[config.mk]
export PLATFORM = sky130hd
export DESIGN_NAME = universal_shift_register
export DESIGN_NICKNAME = d
export VERILOG_FILES = /design/src/rtl/shift_pkg.sv /design/src/rtl/shift_burst_ctrl.sv /design/src/rtl/universal_shift_register.sv
export SDC_FILE = /design/constraint.sdc
export NUM_CORES = 1
export LEC_CHECK = 0
export BUFFER_PORTS_ARGS = -buffer_cell sky130_fd_sc_hd__buf_2
export CAP_MARGIN = 25
export CORE_UTILIZATION = 49
export DETAILED_ROUTE_END_ITERATION = 6
export GPL_ROUTABILITY_DRIVEN = 1
export GPL_TIMING_DRIVEN = 0
export PLACE_DENSITY_LB_ADDON = 0.1
export SYNTH_ARGS = -nofsm -noshare
export SYNTH_HDL_FRONTEND = slang
export SYNTH_SLANG_ARGS = --single-unit
[constraint.sdc]
create_clock -name clk -period 1.55 [get_ports clk]
set_input_delay 0.2325 -clock clk [delete_from_list [all_inputs] [get_ports clk]]
set_output_delay 0.2325 -clock clk [all_outputs]
set_load 0.03 [all_outputs]
[src/rtl/shift_pkg.sv]
// Shared encodings for the universal shift register: mode codes, burst FSM states
// and shift direction.
package shift_pkg;

  localparam logic [1:0] MODE_HOLD  = 2'b00;
  localparam logic [1:0] MODE_LEFT  = 2'b01;
  localparam logic [1:0] MODE_RIGHT = 2'b10;
  localparam logic [1:0] MODE_LOAD  = 2'b11;

  localparam logic DIR_LEFT  = 1'b1;
  localparam logic DIR_RIGHT = 1'b0;

  typedef enum logic {
    ST_IDLE = 1'b0,
    ST_RUN  = 1'b1
  } state_t;

  function automatic logic is_shift_mode(input logic [1:0] m);
    return (m == MODE_LEFT) || (m == MODE_RIGHT);
  endfunction

endpackage

[src/rtl/shift_burst_ctrl.sv]
// Burst controller: IDLE/RUN FSM, remaining-shift counter and busy/done handshake.
// Emits the per-cycle shift strobe, direction and rotate select for the datapath.
module shift_burst_ctrl
  import shift_pkg::*;
#(
  parameter int CNT_W = 5
) (
  input  logic             clk,
  input  logic             reset,
  input  logic             i_enable,
  input  logic [1:0]       i_mode,
  input  logic             i_start,
  input  logic [CNT_W-1:0] i_count,
  input  logic             i_rotate,
  output logic             o_shift,
  output logic             o_dir,
  output logic             o_rot,
  output logic             o_busy,
  output logic             o_done
);

  localparam logic [CNT_W-1:0] CNT_ZERO = {CNT_W{1'b0}};
  localparam logic [CNT_W-1:0] CNT_ONE  = {{(CNT_W-1){1'b0}}, 1'b1};

  state_t           r_state;
  logic [CNT_W-1:0] r_remaining;
  logic             r_dir;
  logic             r_rot;
  logic             r_done;

  state_t           w_state_nxt;
  logic [CNT_W-1:0] w_remaining_nxt;
  logic             w_dir_nxt;
  logic             w_rot_nxt;
  logic             w_done_nxt;
  logic             w_shift;
  logic             w_dir;
  logic             w_rot;

  // Next-state, counter and per-cycle shift strobe
  always_comb begin
    w_state_nxt     = r_state;
    w_remaining_nxt = r_remaining;
    w_dir_nxt       = r_dir;
    w_rot_nxt       = r_rot;
    w_done_nxt      = 1'b0;
    w_shift         = 1'b0;
    w_dir           = r_dir;
    w_rot           = r_rot;
    case (r_state)
      ST_IDLE: begin
        w_dir = (i_mode == MODE_LEFT) ? DIR_LEFT : DIR_RIGHT;
        w_rot = i_rotate;
        if (i_start && is_shift_mode(i_mode)) begin
          // An accepted start never shifts on its own edge, even with enable high.
          if (i_count != CNT_ZERO) begin
            w_state_nxt     = ST_RUN;
            w_remaining_nxt = i_count;
            w_dir_nxt       = w_dir;
            w_rot_nxt       = i_rotate;
          end else begin
            w_done_nxt = 1'b1;
          end
        end else begin
          w_shift = i_enable && is_shift_mode(i_mode);
        end
      end
      ST_RUN: begin
        if (i_enable) begin
          w_shift         = 1'b1;
          w_remaining_nxt = r_remaining - CNT_ONE;
          if (r_remaining == CNT_ONE) begin
            w_state_nxt = ST_IDLE;
            w_done_nxt  = 1'b1;
          end else begin
            w_state_nxt = ST_RUN;
          end
        end else begin
          w_shift = 1'b0;
        end
      end
      default: begin
        w_state_nxt     = ST_IDLE;
        w_remaining_nxt = CNT_ZERO;
      end
    endcase
  end

  // FSM, counter, latched burst settings and done pulse
  always_ff @(posedge clk or posedge reset) begin
    if (reset) begin
      r_state     <= ST_IDLE;
      r_remaining <= CNT_ZERO;
      r_dir       <= DIR_RIGHT;
      r_rot       <= 1'b0;
      r_done      <= 1'b0;
    end else begin
      r_state     <= w_state_nxt;
      r_remaining <= w_remaining_nxt;
      r_dir       <= w_dir_nxt;
      r_rot       <= w_rot_nxt;
      r_done      <= w_done_nxt;
    end
  end

  assign o_shift = w_shift;
  assign o_dir   = w_dir;
  assign o_rot   = w_rot;
  assign o_busy  = (r_state == ST_RUN);
  assign o_done  = r_done;

endmodule

[src/rtl/universal_shift_register.sv]
// SIZE-stage, LANE-bit universal shift register with hold/left/right/load and burst mode.
// Optional USR_ROTATE_EN adds a rotate input that recirculates the shifted-out lane.
module universal_shift_register
  import shift_pkg::*;
#(
  parameter  int SIZE  = 8,
  parameter  int LANE  = 1,
  localparam int CNT_W = $clog2(SIZE + 1) + 1
) (
  input  logic                 clk,
  input  logic                 reset,
  input  logic                 enable,
  input  logic [1:0]           mode,
  input  logic [LANE-1:0]      in_lsb,
  input  logic [LANE-1:0]      in_msb,
  input  logic [SIZE*LANE-1:0] load_data,
  input  logic                 start,
  input  logic [CNT_W-1:0]     count,
`ifdef USR_ROTATE_EN
  input  logic                 rotate,
`endif
  output logic                 busy,
  output logic                 done,
  output logic [SIZE*LANE-1:0] full_out,
  output logic [LANE-1:0]      out_msb,
  output logic [LANE-1:0]      out_lsb
);

  logic [LANE-1:0] r_stage     [SIZE];
  logic [LANE-1:0] w_stage_nxt [SIZE];
  logic            w_shift;
  logic            w_dir;
  logic            w_rot;
  logic            w_rotate_in;
  logic            w_load;
  logic [LANE-1:0] w_fill_left;
  logic [LANE-1:0] w_fill_right;

`ifdef USR_ROTATE_EN
  assign w_rotate_in = rotate;
`else
  assign w_rotate_in = 1'b0;
`endif

  shift_burst_ctrl #(
    .CNT_W (CNT_W)
  ) u_ctrl (
    .clk      (clk),
    .reset    (reset),
    .i_enable (enable),
    .i_mode   (mode),
    .i_start  (start),
    .i_count  (count),
    .i_rotate (w_rotate_in),
    .o_shift  (w_shift),
    .o_dir    (w_dir),
    .o_rot    (w_rot),
    .o_busy   (busy),
    .o_done   (done)
  );

  assign w_load       = enable && (mode == MODE_LOAD) && !busy;
  assign w_fill_left  = w_rot ? r_stage[SIZE-1] : in_lsb;
  assign w_fill_right = w_rot ? r_stage[0]      : in_msb;

  // Next stage contents: shift takes priority; load only reachable outside a burst
  always_comb begin
    for (int k = 0; k < SIZE; k++) begin
      w_stage_nxt[k] = r_stage[k];
    end
    if (w_shift && (w_dir == DIR_LEFT)) begin
      w_stage_nxt[0] = w_fill_left;
      for (int k = 1; k < SIZE; k++) begin
        w_stage_nxt[k] = r_stage[k-1];
      end
    end else if (w_shift) begin
      w_stage_nxt[SIZE-1] = w_fill_right;
      for (int k = 0; k < SIZE - 1; k++) begin
        w_stage_nxt[k] = r_stage[k+1];
      end
    end else if (w_load) begin
      for (int k = 0; k < SIZE; k++) begin
        w_stage_nxt[k] = load_data[k*LANE +: LANE];
      end
    end else begin
      for (int k = 0; k < SIZE; k++) begin
        w_stage_nxt[k] = r_stage[k];
      end
    end
  end

  // Stage registers
  always_ff @(posedge clk or posedge reset) begin
    if (reset) begin
      for (int k = 0; k < SIZE; k++) begin
        r_stage[k] <= {LANE{1'b0}};
      end
    end else begin
      for (int k = 0; k < SIZE; k++) begin
        r_stage[k] <= w_stage_nxt[k];
      end
    end
  end

  // Flatten stages onto the parallel output
  always_comb begin
    full_out = {(SIZE*LANE){1'b0}};
    for (int k = 0; k < SIZE; k++) begin
      full_out[k*LANE +: LANE] = r_stage[k];
    end
  end

  assign out_msb = r_stage[SIZE-1];
  assign out_lsb = r_stage[0];

endmodule

* After elaboration in Yosys (flattened, before gate mapping)
Index checks and enable logic that the tools add are counted.
** Operators by class
- Equal/unequal tests :: 7
- Reductions and logical operators :: 11
- Add/subtract/negate cells :: 1
- Bitwise operators :: 1
- Mux-type cells :: 22
** Operators by type and width (number)
- $mux 8 :: 3
- $mux 5 :: 3
- $mux 1 :: 12
- $pmux 5 s2 :: 1
- $pmux 1 s2 :: 3
- $reduce_and 3->1 :: 2
- $eq 5x1->1 const B :: 1
- $logic_and 1x1->1 :: 5
- $reduce_bool 5->1 :: 1
- $sub 5x1->5 const B :: 1
- $eq 2x2->1 const B :: 2
- $ne 2x1->1 const B :: 2
- $reduce_bool 3->1 :: 1
- $eq 2x1->1 const B :: 1
- $ne 2x2->1 const B :: 1
- $logic_not 1->1 :: 1
- $logic_or 1x1->1 :: 1
- $not 1->1 :: 1
** Word-level totals
- Output and inout port bits :: 12
- Register bits after elaboration :: 16

* Depth between registers and ports, before layout
Gate-level depths: netlist of run 1.
- Depth in word-level cells :: 7
- Depth in mapped cells :: 6

* By module
Synthesis of run 1 repeated with hierarchy kept, for this count alone.
** Second synthesis, totals
- Cell total of the unflattened synthesis :: 108
- Area total of the unflattened synthesis :: 1141.1 sq um
** By module, submodules not included
- universal_shift_register :: instances 1, cells an instance 53, area an instance 579.3 sq um
- shift_burst_ctrl :: instances 1, cells an instance 55, area an instance 561.8 sq um

* Worst setup path after synthesis of run 1
Ideal clock, no wire load.
- Path type :: flip-flop to flip-flop
- From :: reg u_ctrl.r_state (netlist: u_ctrl.o_busy)
- To :: reg u_ctrl.r_dir
- Arrival :: 1.450 ns
- Data required time :: 1.425 ns
- Slack :: -0.025 ns
- Stages on the path, launching flop included :: 5
- Path buffers :: 1
- Cells stage by stage :: dfrtp_1 > buf_6 > nor3b_4 > nor2b_1 > mux2_4
** On the way
- Longest elaborated chain between the ends :: 2
** RTL lines
- from (decl) :: line shift_burst_ctrl.sv:25 : state_t r_state;
- from (signal assigned) :: line shift_burst_ctrl.sv:98 : r_state <= w_state_nxt;
- $not 1->1 (no line)
- $reduce_and 3->1 (no line)
- to (signal assigned) :: line shift_burst_ctrl.sv:100 : r_dir <= w_dir_nxt;
- to (decl) :: line shift_burst_ctrl.sv:27 : logic r_dir;
No other way between the ends.
A chain may end at the register's enable or synchronous reset.

* Worst setup path in the final report of run 1
- From :: reg u_ctrl.r_state (netlist: u_ctrl.o_busy)
- To :: reg u_ctrl.r_remaining[4]
** On the way
- Longest elaborated chain between the ends :: 3
- Elaborated cells on any way between the ends :: 6
- Classes of those cells :: eq/ne (3); mux (1); bitwise (1); reduce/logical (1)
** RTL lines
- $not 1->1 (no line)
- $ne 2x1->1 (no line)
- $reduce_and 3->1 (no line)
- to (signal assigned) :: line shift_burst_ctrl.sv:99 : r_remaining <= w_remaining_nxt;
- to (decl) :: line shift_burst_ctrl.sv:26 : logic [CNT_W-1:0] r_remaining;
Parallel ways exist; a longest one is shown, timed or not.

==> results of run 1 <==
## through the flow
stage | area, um2 | TNS (ns) | worst slack, ns | util [%] | power, uW
finish | 1260 | 0 | 0.0423 | 64.2 | 2180
floorplan | 1030 | 0 | 0.0194 | - | 1650
CTS | 1250 | 0 | 0.0143 | 63.9 | 2190
detailed placement | 1220 | -0.851 | -0.114 | 62.2 | 1950
global placement | 1220 | -0.400 | -0.0866 | 62.2 | 1910
global route | 1260 | -0.0487 | -0.0454 | 64.2 | 2360
## placed cells by master, fill, tap and decap left out, drive strengths merged, types with 3 or more instances in the layout
cell type  Yosys  layout
o211ai         9       9
mux2i         10      10
nand2         12      12
o21ai          3       3
nor2           5       5
clkbuf         1       5
dfrtp         16      16
ha             4       4
inv            8       8
nand3          9       9
a21oi          4       4
buf            4      37
## sequential cells by signal (all words and copies together) (netlist names)
signal / cells
out_msb: 1
u_ctrl.r_dir: 1
u_ctrl.r_remaining: 5
full_out: 6
u_ctrl.o_busy: 1
out_lsb: 1
u_ctrl.o_done: 1
## critical path, cell delays in order (launching register included)
cell     delay (ns)
dfrtp_2        0.50
a211o_1        0.35
o22ai_4        0.23
mux2i_1        0.26
a21oi_1        0.06
## power groups by stage
stage,Clock [uW],Combinational [uW],Sequential (uW)
finish,237,1180,763
detailed placement,0,1200,742
global placement,0,1170,735
global route,261,1310,791
floorplan,0,749,898
CTS,242,1210,735
## what timing repair did
action,CTS,global route
buffers inserted,0,2
resized for setup,2,1
pin swaps,0,2
gates cloned,0,0
endpoints found under the setup margin,8,3
## worst max-delay path by stage
stage | start | to | slack, ns
after floorplan | u_ctrl.o_busy$_DFF_PP0_ | u_ctrl.r_dir$_DFFE_PP0P_ | 0.02
after global placement | mode[0] | u_ctrl.r_dir$_DFFE_PP0P_ | -0.09
after detailed placement | mode[0] | u_ctrl.r_dir$_DFFE_PP0P_ | -0.11
after CTS | u_ctrl.o_busy$_DFF_PP0_ | u_ctrl.r_dir$_DFFE_PP0P_ | 0.01
after global routing | u_ctrl.o_busy$_DFF_PP0_ | u_ctrl.r_remaining[4]$_DFFE_PP0P_ | -0.05
final | u_ctrl.o_busy$_DFF_PP0_ | u_ctrl.r_remaining[4]$_DFFE_PP0P_ | 0.04
## kinds of logic after synthesis
kind of cell | Yosys count | share of synthesized area [%]
flops | 16 | 39.0
mux | 11 | 12.4
fa+ha+maj | 4 | 4.88
simple gates | 33 | 17.3
compound gates | 26 | 19.4
buf+inv | 13 | 6.95
## layer usage
metal | track usage (%) | part of all wire [%] | vias up
li1 | - | - | 445
met1 | 31.6 | 47 | 402
met2 | 36.2 | 48 | 25
met3 | 3.40 | 3.6 | 6
met4 | 6.67 | 1.5 | 0
met5 | 0 | 0 | -
## cell type report
type / count / area [um2] / share of cell area, %
multi-input combinational: 74 / 563 / 44.7
buffer: 4 / 30.0 / 2.38
clock buffer: 4 / 26.3 / 2.09
tap: 27 / 33.8 / 2.68
timing repair buffer: 34 / 175 / 13.9
inverter: 8 / 30.0 / 2.38
sequential: 16 / 402 / 31.9
==> metrics.cfg, run 1 <==
[setup_path]
cp_max_fo=7
reg2reg_from=u_ctrl.o_busy$_DFF_PP0_
worst_ep_arrival_time_ns=1.68
r2r_end=u_ctrl.r_remaining[4]$_DFFE_PP0P_
startpoint_type=flip-flop
worstPathRequired_ns=1.73
rrSetupSlack_ns=0.04
worst_r2r_path_depth=4
setup.worst_path.class=reg2reg
cp-end-kind=flip-flop

[final_layout]
drive_gt1_share_pct=37.1
final_nets=166
area_growth_syn_to_layout_pct=22.8
antenna_cells=0
fin_cells=167
fillers=180

[clock_network]
cts-hold-fix-buffers=0
cts_tree=done
clk_latency_ns=0.29
cts.path.max_buffers=2
htree_levels=1
cts_root_buf=clkbuf_4
path_clk_slew_ns=0.10
numCtsBuffers=3
cts_sinks=16

[power_and_ir_drop]
ir_worst_vdd_mv=0.879
p_int_uw=1190
leakagePower_uw=0.000634
p_sw_share_pct=45.6
power_density_mw_per_mm2=1730
power.switching_uw=995
pwr-share-comb_pct=54.2
clockPowerShare_pct=10.9
power_frac_seq_pct=35.0

[outcome]
outcome=finished clean

[die]
num_rows=16
coreArea_mm2=0.00196
initial_core_util_pct=52.3
io_pins=33
die_w_um=47.8
die_h_um=47.8
dieArea_mm2=0.00228

[synth]
yosys_most_used_dff=dfrtp_1
synth_largest_area_cell=dfrtp_1
synth.top_cells.by_count=16 x dfrtp_1, 12 x nand2_1, 9 x mux2i_1, 9 x nand3_1, 9 x o211ai_1
async_reset_ff_share_pct=100
ys_warn_count=0
synth_edf_count=0
yosysSeqAreaShare_pct=39.0
synthCells=103
synthTopCellsByArea=dfrtp_1 39%, mux2i_1 8.8%, o211ai_1 6.6%
netlist_area_mm2=0.00103
syn_nets=128
ys_types=32
synth_seq_cells=16
synth_top_cell_area_share_pct=39.0
yosysMostFrequentCell=dfrtp_1
syn-mean-instance-area_um2=9.96

[grt]
grt_pass1_wl_mm=3.53
antenna_found_initial=0
grt_pass1_vias=758
overflow=0
track_usage_pct=22.6
grt_max_degree=17

[route]
vias=878
viasPerCell=5.26
dr.pass1.iters=4
avgRoutedWirePerCell_um=13.2
drt-initial-drc-count=4
routed_wl_mm=2.21
ant_nets=0
drc_errors=0

[sta]
maxSlewHeadroom_pct=58.9
clock_skew_ns=0.00538
rsz0062_at_grt=true
report.final.setup_viol=0
min_period_over_period_pct=97.3
clock.fmax_mhz=663
final_hold_viol_count=0
hold_ws_ns=0.00290
fin_crit_ns=1.51
slew_violations=0
worst_slew_pin_slew_ns=0.616

[hold_path]
worstHoldPathType=in2async

[placement]
gp_congestion=0.790
dp_cells=162
dp_hpwl_mm=1.67
numPortBuffers=32

[flow_run]
maxCapViolCount=0

Power figures use the tool's default switching activity.
==> inputs of run 2 (changes only) <==
--- a/config.mk
+++ b/config.mk
@@ -5,10 +5,10 @@
 export SDC_FILE = /design/constraint.sdc
 export NUM_CORES = 1
 export LEC_CHECK = 0
-export BUFFER_PORTS_ARGS = -buffer_cell sky130_fd_sc_hd__buf_2
 export CAP_MARGIN = 25
-export CORE_UTILIZATION = 49
+export CORE_UTILIZATION = 60
 export DETAILED_ROUTE_END_ITERATION = 6
+export DONT_BUFFER_PORTS = 1
 export GPL_ROUTABILITY_DRIVEN = 1
 export GPL_TIMING_DRIVEN = 0
 export PLACE_DENSITY_LB_ADDON = 0.1
==> metrics.cfg, run 2 (synthesis gave the netlist of run 1 again) <==
[outcome]
outcome=finished with violations
violations=DRC, setup timing

[route]
vias=829  ; -5.6%
avgRoutedWirePerCell_um=17.4  ; +31%
routed_wl_mm=2.24  ; +1.4%
viasPerCell=6.43  ; +22%
drt-initial-drc-count=24  ; +20
ant_nets=0  ; unchanged
dr.pass1.iters=7  ; +3
drc_errors=4  ; +4

[final_layout]
largest_register_ffs=6  ; unchanged
regArea_um2=402  ; unchanged
final_common_cell=dfrtp_1
fin_cells=129  ; -23%
final_cell_mix=15 x dfrtp_1, 10 x nand2_1, 9 x mux2i_1, 9 x nand3_1, 9 x o211ai_1
antenna_cells=0  ; unchanged
fillers=111  ; -38%
area_growth_syn_to_layout_pct=15.2
drive_gt1_share_pct=24.8  ; -12 points
multiInputGateArea_um2=589  ; +4.7%
final_nets=139  ; -16%

[sta]
slew_violations=0  ; unchanged
fin_ws_ns=-0.0145  ; -0.0568 ns
maxSlewHeadroom_pct=60.5  ; +1.6 points
min_period_over_period_pct=101  ; +3.7 points
clock_skew_ns=0.00339  ; -0.00199 ns
final_hold_viol_count=0  ; unchanged
report.final.setup_viol=2  ; +2
worst_slew_pin_slew_ns=0.592  ; -0.0244 ns
rsz0062_at_grt=true
clock.fmax_mhz=639  ; -3.6%
fin_crit_ns=1.56  ; +0.0568 ns

[die]
dieArea_mm2=0.00188  ; -18%
io_pins=33  ; unchanged
die_h_um=43.4  ; -9.2%
die_w_um=43.4  ; -9.2%
coreArea_mm2=0.00156  ; -21%
num_rows=14  ; -2
initial_core_util_pct=65.8  ; +14 points

[clock_network]
path_clk_slew_ns=0.10  ; about the same
numCtsBuffers=3  ; unchanged
cts_root_buf=clkbuf_4
cts_sinks=16  ; unchanged
cts.path.max_buffers=2  ; unchanged
htree_levels=1  ; unchanged
clk_latency_ns=0.29  ; about the same
cts_tree=done

[placement]
gp_congestion=0.765  ; -3.2%
numPortBuffers=0  ; -100%
dp_hpwl_mm=1.58  ; -5.2%
dp_cells=119  ; -27%

[grt]
grt_pass1_vias=834  ; +10%
track_usage_pct=25.9  ; +3.3 points
grt_max_degree=17  ; unchanged
antenna_found_initial=0  ; unchanged
grt_pass1_wl_mm=3.62  ; +2.6%
overflow=0  ; unchanged

[setup_path]
worst_ep_arrival_time_ns=1.75  ; +0.07 ns
cp_max_fo=7  ; unchanged
cp-end-kind=flip-flop
setup.worst_path.class=reg2reg
startpoint_type=flip-flop
worstPathRequired_ns=1.73  ; about the same

[hold_path]
worstHoldPathType=in2reg

[power_and_ir_drop]
leakagePower_uw=0.000538  ; -15%
power_density_mw_per_mm2=1900  ; +9.7%
totalPowerFinal_uw=2250  ; +3.0%
ir_worst_vdd_mv=1.08  ; +23%

[flow_run]
maxCapViolCount=0  ; unchanged

[run 2: changes by cell type in the layout (fill, tap and decap cells not counted), sizes merged]
cell,previous run,this run
buf,37,9
dlygate4sd3,0,1
[run 2: final timing paths]
| kind | startpoint | cells past startpoint | to | slack, ns |
|---|---|---|---|---|
| max | u_ctrl.o_busy$_DFF_PP0_ | 4 | u_ctrl.r_dir$_DFFE_PP0P_ | -0.01 |
| min | count[0] | 1 | u_ctrl.r_remaining[0]$_DFFE_PP0P_ | 0.1 |
| max reg2reg | u_ctrl.o_busy$_DFF_PP0_ | 4 | u_ctrl.r_dir$_DFFE_PP0P_ | -0.01 |
| min reg2reg | u_ctrl.r_remaining[1]$_DFFE_PP0P_ | 2 | u_ctrl.r_remaining[1]$_DFFE_PP0P_ | 0.54 |
| max in group asynchronous | reset | 2 | u_ctrl.o_busy$_DFF_PP0_ | 0.70 |
| min in group asynchronous | reset | 2 | u_ctrl.r_remaining[3]$_DFFE_PP0P_ | 0.43 |
[run 2: power by group]
part           internal (uW)  switching, uW  total, uW
registers                578            361        939
logic                    511            509       1020
clock network            143            145        288
total                   1230           1020       2250
[run 2: area by class of cell]
cell class / instances / share of cell area (%)
inverters: 8 / 2.54
well taps: 16 / 1.69
plain buffers: 5 / 3.49
repair buffers: 6 / 5.40
clock buffers: 4 / 3.07
flip-flops and latches: 16 / 34.0
multi-input cells: 74 / 49.8
[run 2: layer usage]
layer	wire length, um	vias to the layer above	global-route usage (%)
met5	0	-	0
met4	7	0	7.50
met3	129	2	7.08
met2	1080	31	40.3
met1	1020	403	35.7
li1	-	393	-
[run 2: worst max-delay path: stages (launching register included)]
cell and delay, ns:
dfrtp_2 0.50, buf_6 0.17, nor3b_4 0.27, nor2b_4 0.22
mux2_4 0.30
[run 2: per-stage QoR]
step,area [um2],hold WS [ns],worst slack (ns),utilization (%),setup TNS (ns)
finish,1180,0.0966,-0.0145,75.8,-0.0162
global route,1180,0.0873,-0.0444,75.8,-0.257
CTS,1160,0.0978,-0.00370,74.2,-0.00370
detailed placement,1050,0.227,-0.0657,67.2,-0.469
global placement,1050,0.226,-0.0483,67.2,-0.150
floorplan,1030,0.146,0.0194,-,0
[run 2: timing repair]
action                                  in CTS  in global routing
endpoints found under the setup margin      11                 14
hold buffers                                 1                  0
pin swaps                                    2                  2
endpoints found under the hold margin       16                  0
gates resized for setup                      4                  6
setup buffers                                5                  0
